===== src/rtl/conv3x3_stream_engine.sv =====
// Streaming 3x3 filter: raster-reads a frame from BRAM0 through two line buffers
// and a 3x3 window, writing copy / Sobel / thresholded result to BRAM1.
module conv3x3_stream_engine #(
  parameter int DATA_WIDTH = 8,
  parameter int ADDR_WIDTH = 16,
  parameter int MAX_WIDTH  = 256,
  parameter int DIM_WIDTH  = 9
) (
  input  logic                  clk,
  input  logic                  rst_n,
  input  logic                  i_start,
  input  logic [1:0]            i_mode,
  input  logic [DIM_WIDTH-1:0]  i_width,
  input  logic [DIM_WIDTH-1:0]  i_height,
  input  logic [DATA_WIDTH-1:0] i_thresh,
  output logic                  b0_ce,
  output logic [ADDR_WIDTH-1:0] b0_addr,
  input  logic [DATA_WIDTH-1:0] b0_q,
  output logic                  b1_ce,
  output logic                  b1_we,
  output logic [ADDR_WIDTH-1:0] b1_addr,
  output logic [DATA_WIDTH-1:0] b1_d,
  output logic                  o_idle,
  output logic                  o_busy,
  output logic                  o_done,
  output logic                  o_err
);
  localparam int PW  = 2*DIM_WIDTH + 1;
  localparam int LBW = (MAX_WIDTH > 1) ? $clog2(MAX_WIDTH) : 1;
  localparam int SW  = DATA_WIDTH + 3;

  typedef enum logic [2:0] {IDLE, RUN, FLUSH, DRAIN, DONE} state_t;
  state_t state, state_nx;

  logic [DIM_WIDTH-1:0]   cfg_w, cfg_h;
  logic [1:0]             cfg_mode;
  logic [DATA_WIDTH-1:0]  cfg_thr;
  logic [PW-1:0]          cfg_n, p;
  logic [DIM_WIDTH:0]     row;
  logic [DIM_WIDTH-1:0]   col;
  logic [1:0]             drain_cnt;
  logic [ADDR_WIDTH-1:0]  wr_addr;
  logic [2*DIM_WIDTH-1:0] area;
  logic                   start_ok, accept, slot;

  logic                   s1_push, s1_run, s1_wr, s1_border;
  logic [LBW-1:0]         s1_col;
  logic                   s2_wr, s2_border;

  logic [DATA_WIDTH-1:0]  lb0 [MAX_WIDTH];
  logic [DATA_WIDTH-1:0]  lb1 [MAX_WIDTH];
  logic [DATA_WIDTH-1:0]  win [3][3];
  logic [DATA_WIDTH-1:0]  pix, sat, result;
  logic signed [SW-1:0]   gx, gy;
  logic [SW-1:0]          ax, ay, mag;

  assign area     = (2*DIM_WIDTH)'(i_width) * (2*DIM_WIDTH)'(i_height);
  assign start_ok = (i_width >= DIM_WIDTH'(3)) && (i_height >= DIM_WIDTH'(3)) &&
                    (32'(i_width) <= MAX_WIDTH) &&
                    (64'(area) <= (64'd1 << ADDR_WIDTH)) && (i_mode != 2'd3);
  assign accept   = (state == IDLE) && i_start && start_ok;
  assign slot     = (state == RUN) || (state == FLUSH);

  assign b0_ce   = (state == RUN);
  assign b0_addr = (state == RUN) ? ADDR_WIDTH'(p) : '0;
  assign o_idle  = (state == IDLE);
  assign o_busy  = slot || (state == DRAIN);
  assign o_done  = (state == DONE);

  always_comb begin
    state_nx = state;
    case (state)
      IDLE:    if (accept) state_nx = RUN;
      RUN:     if (p == cfg_n - PW'(1)) state_nx = FLUSH;
      FLUSH:   if (p == cfg_n + PW'(cfg_w)) state_nx = DRAIN;
      DRAIN:   if (drain_cnt == 2'd2) state_nx = DONE;
      DONE:    state_nx = IDLE;
      default: state_nx = IDLE;
    endcase
  end

  always_ff @(posedge clk) begin
    if (!rst_n) begin
      state     <= IDLE;
      cfg_w     <= '0;
      cfg_h     <= '0;
      cfg_mode  <= '0;
      cfg_thr   <= '0;
      cfg_n     <= '0;
      p         <= '0;
      row       <= '0;
      col       <= '0;
      drain_cnt <= '0;
      wr_addr   <= '0;
      o_err     <= 1'b0;
      s1_push   <= 1'b0;
      s1_run    <= 1'b0;
      s1_wr     <= 1'b0;
      s1_border <= 1'b0;
      s1_col    <= '0;
      s2_wr     <= 1'b0;
      s2_border <= 1'b0;
      b1_ce     <= 1'b0;
      b1_we     <= 1'b0;
      b1_addr   <= '0;
      b1_d      <= '0;
    end else begin
      state <= state_nx;
      o_err <= (state == IDLE) && i_start && !start_ok;
      if (accept) begin
        cfg_w    <= i_width;
        cfg_h    <= i_height;
        cfg_mode <= i_mode;
        cfg_thr  <= i_thresh;
        cfg_n    <= PW'(area);
        p        <= '0;
        row      <= '0;
        col      <= '0;
        wr_addr  <= '0;
      end
      if (slot) begin
        p <= p + PW'(1);
        if (col == cfg_w - DIM_WIDTH'(1)) begin
          col <= '0;
          row <= row + (DIM_WIDTH+1)'(1);
        end else begin
          col <= col + DIM_WIDTH'(1);
        end
      end
      drain_cnt <= (state == DRAIN) ? drain_cnt + 2'd1 : 2'd0;
      // Slot (row,col) centres the window on (row-1,col-1); col==0 wraps to the
      // previous row's last column, which is always a border output.
      s1_push   <= slot;
      s1_run    <= (state == RUN);
      s1_col    <= LBW'(col);
      s1_wr     <= slot && ((row >= (DIM_WIDTH+1)'(2)) ||
                            (row == (DIM_WIDTH+1)'(1) && col != '0));
      s1_border <= (col <= DIM_WIDTH'(1)) || (row == (DIM_WIDTH+1)'(1)) ||
                   (row == {1'b0, cfg_h});
      s2_wr     <= s1_push && s1_wr;
      s2_border <= s1_border;
      b1_ce     <= s2_wr;
      b1_we     <= s2_wr;
      b1_addr   <= s2_wr ? wr_addr : '0;
      b1_d      <= s2_wr ? result : '0;
      if (s2_wr) wr_addr <= wr_addr + ADDR_WIDTH'(1);
    end
  end

  // BRAM0 data arrives the cycle after the read; flush slots push zeros.
  assign pix = s1_run ? b0_q : '0;

  always_ff @(posedge clk) begin
    if (s1_push) begin
      for (int r = 0; r < 3; r++) begin
        win[r][0] <= win[r][1];
        win[r][1] <= win[r][2];
      end
      win[0][2]   <= lb1[s1_col];
      win[1][2]   <= lb0[s1_col];
      win[2][2]   <= pix;
      lb1[s1_col] <= lb0[s1_col];
      lb0[s1_col] <= pix;
    end
  end

  always_comb begin
    gx = (SW'(win[0][2]) + (SW'(win[1][2]) << 1) + SW'(win[2][2]))
       - (SW'(win[0][0]) + (SW'(win[1][0]) << 1) + SW'(win[2][0]));
    gy = (SW'(win[2][0]) + (SW'(win[2][1]) << 1) + SW'(win[2][2]))
       - (SW'(win[0][0]) + (SW'(win[0][1]) << 1) + SW'(win[0][2]));
    ax  = gx[SW-1] ? SW'(-gx) : SW'(gx);
    ay  = gy[SW-1] ? SW'(-gy) : SW'(gy);
    mag = ax + ay;
    sat = (|mag[SW-1:DATA_WIDTH]) ? '1 : mag[DATA_WIDTH-1:0];
    result = '0;
    if (cfg_mode == 2'd0)      result = win[1][1];
    else if (s2_border)        result = '0;
    else if (cfg_mode == 2'd1) result = sat;
    else                       result = (mag >= SW'(cfg_thr)) ? '1 : '0;
  end
endmodule


===== config.mk =====
export PLATFORM = sky130hd
export DESIGN_NAME = conv3x3_stream_engine
export DESIGN_NICKNAME = d
export VERILOG_FILES = /design/src/rtl/conv3x3_stream_engine.sv
export SDC_FILE = /design/constraint.sdc
export NUM_CORES = 2
export LEC_CHECK = 0
export BUFFER_PORTS_ARGS = -buffer_cell sky130_fd_sc_hd__buf_2
export CAP_MARGIN = 20
export CORE_MARGIN = 2
export CORE_UTILIZATION = 40
export CTS_CLUSTER_SIZE = 25
export DETAILED_ROUTE_END_ITERATION = 8
export PLACE_DENSITY = 0.59
export REMOVE_ABC_BUFFERS = 1
export SYNTH_ARGS = -nofsm -noshare
export SYNTH_HDL_FRONTEND = slang
export SYNTH_MEMORY_MAX_BITS = 65536
export SYNTH_SLANG_ARGS = --single-unit

===== constraint.sdc =====
create_clock -name clk -period 18.9 [get_ports clk]
set_clock_uncertainty 0.1 [all_clocks]
set_input_delay 2.835 -clock clk [delete_from_list [all_inputs] [get_ports clk]]
set_output_delay 2.835 -clock clk [all_outputs]
set_load 0.01 [all_outputs]

==> qor.yml <==
synth_top_area_frac: 0.726
fin_setup_tns_ns: 0
cts_buffers: 430
grt_pass1_vias: 86438
hold_depth: 1
yosysWarnings: 0
syn2layout_area_growth_pct: 13.8
crit_chain: "buf_2 -> and2_1 -> fa_1 -> inv_1 -> fa_1 -> fa_1 -> fa_1 -> inv_1 -> ha_1 -> or3_1 -> o221a_4 -> o31a_1 -> a211oi_1 -> a21o_4 -> buf_4 -> nand2_1 -> a221oi_1"
dp_hpwl_um: 271000
cts_tree: "yes"
max_freq_ghz: 0.119
violations: "design-rule violations"
end_kind: "flop"
finalSetupViolations: 0
syn_area_per_cell_um2: 21.3
fin_crit_ns: 8.40
grt_pass1_wl_um: 652000
path_common_cell: "fa_1"
synth_seq_cells: 4313
seqPwrFrac: 0.492
slowest_stage: "buf_4"
num_rows: 241
peakVddDrop_mv: 0.165
r2r_slack_ns: 10.96
cts_max_path_buffers: 4
holdBufCountCts: 0
setup_ws_ns: 10.50
antenna_found_initial: 26
mappedNetlistArea_mm2: 0.173
clk_latency_ns: 1.01
yosys_most_used_dff: "edfxtp_1"
cts-root-buf: "clkbuf_16"
dr.pass1.iters: 8
r2r-end: "lb1[28][0]"
synthArstFlopShare: 0
switchingPower_mw: 5.15
synth-edff-count: 4168
cp.arrival_ns: 9.16
synth_common_cells: "edfxtp_1, mux4_2, nor2_1"
cap_violations: 0
portBuffers: 85
place_congestion: 0.829
drc: 2
r2r-start: "s1_col[0]"
worst_pin_slew_ns: 1.21
drt_iter0_markers: 11479
cp.required_ns: 19.65
cp_top_family: "adder cells"
cts.repair.resized: 0
coreArea_mm2: 0.430
cts_setup_buffers: 0
switching_share: 0.239
cts.sinks: 4313
p_int_mw: 16.4
stdcell_count: 14662
combPwrFrac: 0.120
hp-class: "flop to flop"
cp.depth: 17
layout-drive-gt1-share: 0.301
vias: 85376
dieArea_mm2: 0.437
grt_util_all_layers: 0.209
yosysMostFrequentCell: "edfxtp_1"
drv_slew: 0
wl_per_cell_um: 31.4
clock_power_share: 0.388
detail-route-antenna-nets: 0
io_pins: 86
rsz0062_at_grt: "no"
worstPathMaxFanout: 41
crit_type: "input pin to flop"
clk_pin_slew_ns: 0.06
synth.area.top_cells: "edfxtp_1, mux4_2, dfxtp_1"
crit_buf_inv: 4
gr-total-overflow: 0
h-tree-depth: 5
power_density_mw_per_mm2: 110
start_util: 0.401
wl_um: 461000
worstHoldEndpoint: "drain_cnt[0]"
synth-seq-area-share: 0.742
reg2reg_depth: 12
grt_max_degree: 193
die_h_um: 661
chipWidth_um: 661
place_inst: 13851
start_kind: "input pin"
hold_viol: 0
synth_area_leader_cell: "edfxtp_1"
avgViaCountPerCell: 5.82
status: "finished with violations"
fin_crit_sh: 0.444
synth_cell_types: 76
final_core_util: 0.456
pre_cts_ws_ns: 9.54
nets: 8839
synth_cells: 8093
max_stage_delay_ns: 0.61
p_leak_nw: 60.9
hold_start: "drain_cnt[0]"
relSlewSlack: 0.196
==> through the flow <==
| stage | hold slack, ns | cell area, µm² | power (mW) |
|---|---|---|---|
| floorplan | 0.293 | 171000 | 13.6 |
| global placement | 0.301 | 182000 | 13.3 |
| detailed placement | 0.313 | 182000 | 13.4 |
| CTS | 0.321 | 196000 | 21.7 |
| global route | 0.348 | 196000 | 22.3 |
| finish | 0.324 | 196000 | 21.5 |
==> per-layer routing <==
metal | vias up | routed length [µm] | global-route usage
met3 | 760 | 38300 | 0.0397
met1 | 46389 | 185000 | 0.288
li1 | 34490 | - | -
met4 | 4 | 17200 | 0.0711
met5 | - | 34 | 0
met2 | 3733 | 220000 | 0.336
==> cells by family after synthesis <==
logic type,Yosys count,synth area share
flops,4313,0.742
fa+ha+maj,216,0.0206
mux,1353,0.172
compound gates,370,0.0145
xor+xnor,110,0.00558
buf+inv,667,0.0156
simple gates,1064,0.0288
==> power groups by stage <==
| stage | clock (mW) | combinational, mW | sequential (mW) |
|---|---|---|---|
| after floorplan | 0 | 2.65 | 11.0 |
| after global placement | 0 | 2.50 | 10.8 |
| after detailed placement | 0 | 2.57 | 10.8 |
| after CTS | 8.51 | 2.59 | 10.6 |
| after global routing | 8.86 | 2.87 | 10.6 |
| final | 8.37 | 2.58 | 10.6 |
==> placed cells by master (no fill, tap or decap), types with 68 or more instances in the layout <==
master     count
edfxtp_1    4168
mux4_2      1295
clkbuf_16    438
buf_4        391
nor2_2       233
inv_1        223
nand2_1      207
nor2_1       183
dfxtp_1      139
fa_1         114
clkinv_1     108
ha_1         102
clkbuf_1      90
buf_2         86
nand3_1       84
o21ai_0       78
xnor2_1       71
and2_1        70
clkinv_2      68
==> how the worst max path moves through the flow <==
stage | startpoint | to | slack (ns)
after floorplan | s1_col[0] | lb1[0][5] | -37.35
after global placement | i_width[6] | wr_addr[3] | 9.74
after detailed placement | i_width[6] | wr_addr[3] | 9.54
after CTS | i_width[6] | wr_addr[3] | 10.54
after global routing | i_width[6] | wr_addr[11] | 10.28
final | i_width[6] | wr_addr[3] | 10.50
==> worst reg2reg max path: stages, from the launching register on <==
cell     delay [ns]
dfxtp_4        0.85
buf_4          0.70
buf_4          0.70
buf_4          0.69
buf_4          0.75
mux4_2         0.63
mux4_2         0.52
a22oi_1        0.59
nand2_1        0.12
or3_4          0.62
buf_4          0.49
buf_4          0.43
buf_16         0.31
==> flip-flops by register name, indices dropped and copies added (netlist names), 2 cells and up <==
register   count
b1_d           8
wr_addr       16
cfg_mode       2
lb0         2048
drain_cnt      2
state          3
row           10
cfg_w          9
p             19
cfg_n         18
lb1         2048
s1_col         8
cfg_h          9
cfg_thr        8
win           72
col            9
b1_addr       16
==> layout make-up <==
cell class | instances | area [µm²]
sequential | 4313 | 128000
timing repair buffer | 501 | 3850
antenna | 13 | 32.5
clock buffer | 534 | 11400
multi-input combinational | 3113 | 42600
inverter | 225 | 845
fill | 35756 | 234000
clock inverter | 253 | 2360
tap | 5710 | 7140
(Power assumes the default switching activity.)
